`src/rtl/wf_rr_arbiter_40.sv`:
```
// wf_rr_arbiter_40: round-robin issue arbiter over 40 wavefronts with busy tracking.
// One registered grant offer at a time; accepted wavefronts stay busy until released.
module wf_rr_arbiter_40 (
  input  logic        clk,
  input  logic        rst,
  input  logic [39:0] req_vec,
  input  logic        grant_ready,
  input  logic        release_valid,
  input  logic [5:0]  release_wfid,
  output logic        grant_valid,
  output logic [5:0]  grant_wfid,
  output logic [39:0] busy_vec
);
  typedef enum logic {IDLE, OFFER} state_e;
  state_e      state_q;
  logic [5:0]  ptr_q, grant_wfid_q, sel, start;
  logic [39:0] busy_q, busy_d, elig, acc_bit, rel_bit;
  logic [6:0]  s;
  logic        accept, any;
  // Selection uses pre-release busy bits so a freed wavefront waits one cycle.
  always_comb begin
    accept  = (state_q == OFFER) && grant_ready;
    acc_bit = accept ? (40'd1 << grant_wfid_q) : '0;
    rel_bit = (release_valid && release_wfid < 6'd40) ? (40'd1 << release_wfid) : '0;
    busy_d  = (busy_q & ~rel_bit) | acc_bit;
    elig    = req_vec & ~busy_q & ~acc_bit;
    any     = |elig;
    start   = accept ? grant_wfid_q : ptr_q;
    sel     = '0;
    s       = '0;
    for (int k = 40; k >= 1; k--) begin
      s = {1'b0, start} + 7'(k);
      s = (s >= 7'd40) ? s - 7'd40 : s;
      if (elig[s[5:0]]) sel = s[5:0];
    end
  end
  always_ff @(posedge clk or negedge rst) begin
    if (!rst) begin
      state_q      <= IDLE;
      grant_wfid_q <= '0;
      busy_q       <= '0;
      ptr_q        <= 6'd39;
    end else begin
      busy_q <= busy_d;
      if (accept) ptr_q <= grant_wfid_q;
      if (state_q == IDLE || grant_ready) begin
        if (any) begin
          grant_wfid_q <= sel;
          state_q      <= OFFER;
        end else begin
          state_q <= IDLE;
        end
      end
    end
  end
  assign grant_valid = (state_q == OFFER);
  assign grant_wfid  = grant_wfid_q;
  assign busy_vec    = busy_q;
endmodule

```
`config.mk`:
```
export PLATFORM = sky130hd
export DESIGN_NAME = wf_rr_arbiter_40
export DESIGN_NICKNAME = d
export VERILOG_FILES = /design/src/rtl/wf_rr_arbiter_40.sv
export SDC_FILE = /design/constraint.sdc
export NUM_CORES = 1
export LEC_CHECK = 0
export ABC_CLOCK_PERIOD_IN_PS = 15700
export BUFFER_PORTS_ARGS = -buffer_cell sky130_fd_sc_hd__buf_2
export CAP_MARGIN = 0
export CORE_ASPECT_RATIO = 1.2
export CORE_MARGIN = 2
export CORE_UTILIZATION = 60
export DETAILED_ROUTE_END_ITERATION = 6
export HOLD_SLACK_MARGIN = 0.03
export PLACE_DENSITY_LB_ADDON = 0.2
export SYNTH_ARGS = -nofsm -noshare
export SYNTH_HDL_FRONTEND = slang
export SYNTH_SLANG_ARGS = --single-unit
```
`constraint.sdc`:
```
create_clock -name clk -period 15.7 [get_ports clk]
set_input_delay 0 -clock clk [delete_from_list [all_inputs] [get_ports clk]]
set_output_delay 0 -clock clk [all_outputs]
set_load 0.005 [all_outputs]
```
==> results.sh, run 1 <==
export IMPL_synthesis_instances=2299
export IMPL_ys_flop_type="dfrtp_1"
export IMPL_synth_area_mux_share_pct=15.3
export IMPL_synth_cell_type_count=131
export IMPL_synth_xor_area_share_pct=3.17
export IMPL_clockRootBuffer="clkbuf_16"
export IMPL_grt_max_degree=54
export IMPL_dieWidth_um=156
export IMPL_yosys_warnings=0
export IMPL_place_gp_congestion=1.30
export IMPL_failed_stage="global routing"
export IMPL_synth_seq_area_share_pct=7.95
export IMPL_grt_pass1_wl_um=155000
export IMPL_synth_adder_area_share_pct=3.56
export IMPL_synthSimpleGateAreaFrac_pct=25.6
export IMPL_synth_edf_count=0
export IMPL_async_flop_share_pct=100
export IMPL_grt_pass1_vias=23200
export IMPL_synth_top_family_by_area="compound AO/OA/AOI/OAI gates"
export IMPL_io_buffers=96
export IMPL_clock_sinks=53
export IMPL_syn_area_mm2=0.0167
export IMPL_gr_total_overflow=53
export IMPL_syn_nets=2396
export IMPL_hpwl_um=71600
export IMPL_ctsLongestPathBuffers=2
export IMPL_error="[ERROR GRT-0116] Global routing finished with congestion. Check the congestion regions in the DRC Viewer."
export IMPL_ios=97
export IMPL_outcome="aborted with a tool error"
export IMPL_h_tree_depth=2
export IMPL_synth_compound_area_share_pct=38.5
export IMPL_cts_setup_buffers=0
export IMPL_grt_total_usage_pct=70.4
export IMPL_synth_seq_cells=53
export IMPL_synth_avg_cell_area_um2=7.28
export IMPL_start_util_pct=60.5
export IMPL_cts_buffers=5
export IMPL_row_count=67
export IMPL_dieHeight_um=187
-- what timing repair did --
| action | in CTS |
|---|---|
| hold buffers | 1 |
| hold endpoints to repair | 49 |
| resized for setup | 0 |
-- routing by layer --
layer	overflow	track usage, %
met1	0	73.2
met2	30	86.9
met3	0	53.0
met4	23	66.6
met5	0	19.0
-- synth_stat cells (13+ instances only) --
library cell	number	area, um2
a211oi_1	46	345
a21o_1	26	195
a21oi_1	170	851
a22oi_1	25	188
a31oi_1	38	238
and2_1	23	144
and3_1	26	163
buf_1	15	56.3
buf_2	41	205
buf_6	14	158
clkbuf_1	59	221
dfrtp_1	49	1230
ha_1	46	576
inv_1	70	263
mux2_2	42	473
mux2i_1	137	1370
mux4_2	29	653
nand2_1	159	597
nand2b_1	47	294
nand3_1	91	455
nand4_1	35	219
nor2_1	154	578
nor2b_1	27	169
nor3_1	71	355
nor4_1	31	194
o2111ai_1	15	131
o211ai_1	61	458
o21a_1	22	165
o21ai_0	207	1040
o21ai_1	13	65.1
o221ai_1	15	131
o22ai_1	21	131
o31ai_1	33	248
or2_2	18	113
xnor2_1	54	473
-- metrics by stage --
| stage | cell area, um2 | std cells | util [%] | setup WS [ns] |
|---|---|---|---|---|
| global placement | 17400 | 2659 | 62.9 | 8.17 |
| floorplan | 16700 | 2299 | - | 9.42 |
| detailed placement | 17400 | 2659 | 62.9 | 8.20 |
| CTS | 17600 | 2668 | 63.6 | 8.18 |
-- kinds of logic after synthesis --
group	Yosys count
AO/OA/AOI/OAI	916
AND/OR/NAND/NOR	795
buffers and inverters	218
multiplexers	212
XOR/XNOR	58
flip-flops	53
adder cells (fa/ha/maj)	47
==> run 2: changes to the inputs <==
Settings changed: CORE_ASPECT_RATIO 1.2 to default, CORE_UTILIZATION 60 to 40, HOLD_SLACK_MARGIN 0.03 to default, PLACE_DENSITY_LB_ADDON 0.2 to 0.15.
==> results.sh, run 2 <==
export IMPL_synthSimpleGateAreaFrac_pct=25.6
export IMPL_drt_iter0_drc=3253
export IMPL_outcome="finished with violations"
export IMPL_yosys_area_top_type="mux2i_1"
export IMPL_largest_reg_flops=40
export IMPL_ys_flop_type="dfrtp_1"
export IMPL_cts_tree="yes"
export IMPL_hold_viol=0
export IMPL_fill_cells=4268
export IMPL_synth_cell_type_count=131
export IMPL_setup_tns_ns=0
export IMPL_cp_startpoint="grant_valid"
export IMPL_synth_seq_area_share_pct=7.95
export IMPL_critPathLaunchType="register"
export IMPL_worst_slack_ns=7.19
export IMPL_ctsLongestPathBuffers=2
export IMPL_multi_input_area_mm2=0.0144
export IMPL_synth_compound_area_share_pct=38.5
export IMPL_syn_nets=2396
export IMPL_cts_buffers=5
export IMPL_cp_required_ns=15.92
export IMPL_period_needed_ns=8.51
export IMPL_worst_pin_slew_ns=1.61
export IMPL_grt_pass1_wl_um=147000
export IMPL_clock_latency_ns=0.33
export IMPL_hpwl_um=81700
export IMPL_vias_per_cell=7.65
export IMPL_grt_total_usage_pct=46.4
export IMPL_io_buffers=96
export IMPL_fin_nets=2432
export IMPL_coreArea_mm2=0.0411
export IMPL_gr_total_overflow=0
export IMPL_yosys_warnings=0
export IMPL_antenna_found_initial=7
export IMPL_grt_max_degree=54
export IMPL_most_common_layout_cells="o21ai_0 (206), a21oi_1 (169), nand2_1 (159)"
export IMPL_ios=97
export IMPL_drtPass1Iterations=6
export IMPL_drt_total_wl_um=104000
export IMPL_via_count=22000
export IMPL_dieWidth_um=209
export IMPL_synthTopCellsByArea="mux2i_1 (8.2%), dfrtp_1 (7.3%), o21ai_0 (6.2%), a21oi_1 (5.1%), mux4_2 (3.9%)"
export IMPL_layout_drive_gt1_share_pct=15.4
export IMPL_synthTopCellsByCount="o21ai_0 (207), a21oi_1 (170), nand2_1 (159)"
export IMPL_crit_path_end="grant_wfid[3]"
export IMPL_setup_viol=0
export IMPL_synth_most_common_cell="o21ai_0"
export IMPL_hp_class="input pin to register"
export IMPL_synth_top_family_by_area="compound AO/OA/AOI/OAI gates"
export IMPL_postRouteAntennaNets=0
export IMPL_die_area_mm2=0.0435
export IMPL_min_from="release_wfid[2]"
export IMPL_clock_sinks=53
export IMPL_synth_adder_area_share_pct=3.56
export IMPL_finalCritPeriodShare_pct=54.2
export IMPL_fin_util_pct=43.6
export IMPL_grt_pass1_vias=20200
export IMPL_ff_latch_area_mm2=0.00133
export IMPL_synth_xor_area_share_pct=3.17
export IMPL_violations="capacitance limit, slew limit"
export IMPL_clockRootBuffer="clkbuf_16"
export IMPL_crit_type="register to register"
export IMPL_fmax_ghz=0.118
export IMPL_drc=0
export IMPL_wl_per_cell_um=36.4
export IMPL_place_gp_congestion=1.17
export IMPL_final_common_cell="o21ai_0"
export IMPL_clk_pin_slew_ns=0.09
export IMPL_worstSetupEndpointType="register"
export IMPL_clock_skew_ns=0.0164
export IMPL_design_area_mm2=0.0179
export IMPL_rsz0062_at_grt="false"
export IMPL_cts_hold_buf=1
export IMPL_drv_slew=4
export IMPL_reg2reg_from="grant_valid"
export IMPL_rrSetupSlack_ns=7.19
export IMPL_hold_depth=4
export IMPL_worst_r2r_cell_count=20
export IMPL_synth_area_mux_share_pct=15.3
export IMPL_cts_setup_buffers=0
export IMPL_row_count=74
export IMPL_dieHeight_um=209
export IMPL_drv_cap=1
export IMPL_synth_avg_cell_area_um2=7.28
export IMPL_h_tree_depth=2
export IMPL_dpl_cell_area_mm2=0.0177
export IMPL_regToRegEndpoint="grant_wfid[3]"
export IMPL_place_ws_ns=7.80
export IMPL_syn_area_mm2=0.0167
export IMPL_synthToLayoutAreaGrowth_pct=7.09
export IMPL_maxSlewHeadroom_pct=-7.69
export IMPL_synth_edf_count=0
export IMPL_yosysTopAreaCellShare_pct=8.19
export IMPL_worstPathMaxFanout=44
export IMPL_cts_resized=0
export IMPL_synth_seq_cells=53
export IMPL_start_util_pct=40.7
export IMPL_synthesis_instances=2299
export IMPL_arrival_ns=8.73
export IMPL_async_flop_share_pct=100
## run 2: cell counts after synthesis
No cell type changed its count.
## run 2: metal layers
metal / wire, um / GRT usage, % / vias up
li1: - / - / 9145
met1: 38600 / 59.0 / 10500
met2: 42500 / 68.4 / 1852
met3: 14200 / 12.0 / 439
met4: 9150 / 32.4 / 6
met5: 42 / 0 / -
## run 2: kinds of logic after synthesis
family | Yosys count
adder cells (fa/ha/maj) | 47
AO/OA/AOI/OAI | 916
flip-flops | 53
buffers and inverters | 218
multiplexers | 212
AND/OR/NAND/NOR | 795
XOR/XNOR | 58
## run 2: final cells by class
cell class                      instances  share of cell area (%)
Clock buffer                            5                   0.698
Antenna cell                            5                  0.0698
Multi-Input combinational cell       2028                    80.6
Timing Repair Buffer                  166                    5.63
Tap cell                              532                    3.71
Inverter                               81                    1.70
Clock inverter                          3                   0.188
Sequential cell                        53                    7.43
## run 2: stage by stage
| step | hold WS [ns] | std cells |
|---|---|---|
| after floorplan | -0.296 | 2299 |
| after global placement | 0.205 | 2859 |
| after detailed placement | 0.202 | 2859 |
| after CTS | 0.177 | 2868 |
| after global routing | 0.232 | 2868 |
| final | 0.172 | 2873 |
## run 2: worst max-delay path, cell delays in order, from the launching register on
cell and delay [ns]:
dfrtp_1 0.33, buf_4 0.40, a21bo_1 0.37, nand2_2 0.11
inv_2 0.60, ha_1 0.69, buf_4 0.35, inv_1 0.39
nor3_2 0.94, a31oi_1 0.23, mux2i_1 0.85, mux2i_1 0.16
mux2_2 0.30, mux2i_1 0.67, o21a_1 0.37, nand2_1 0.20
a2111oi_1 0.52, nand2_1 0.10, o21ai_1 0.32, a221oi_2 0.14
a211oi_2 0.32
## run 2: worst min-delay path by stage
stage,to,slack (ns)
floorplan,busy_vec[0],-0.30
global placement,busy_vec[39],0.20
detailed placement,busy_vec[10],0.20
CTS,busy_vec[39],0.18
global route,busy_vec[23],0.23
finish,busy_vec[39],0.17
Power of run 2 is not shown: default switching activity piles up to over one toggle a cycle in this logic, so the estimate is an artifact.
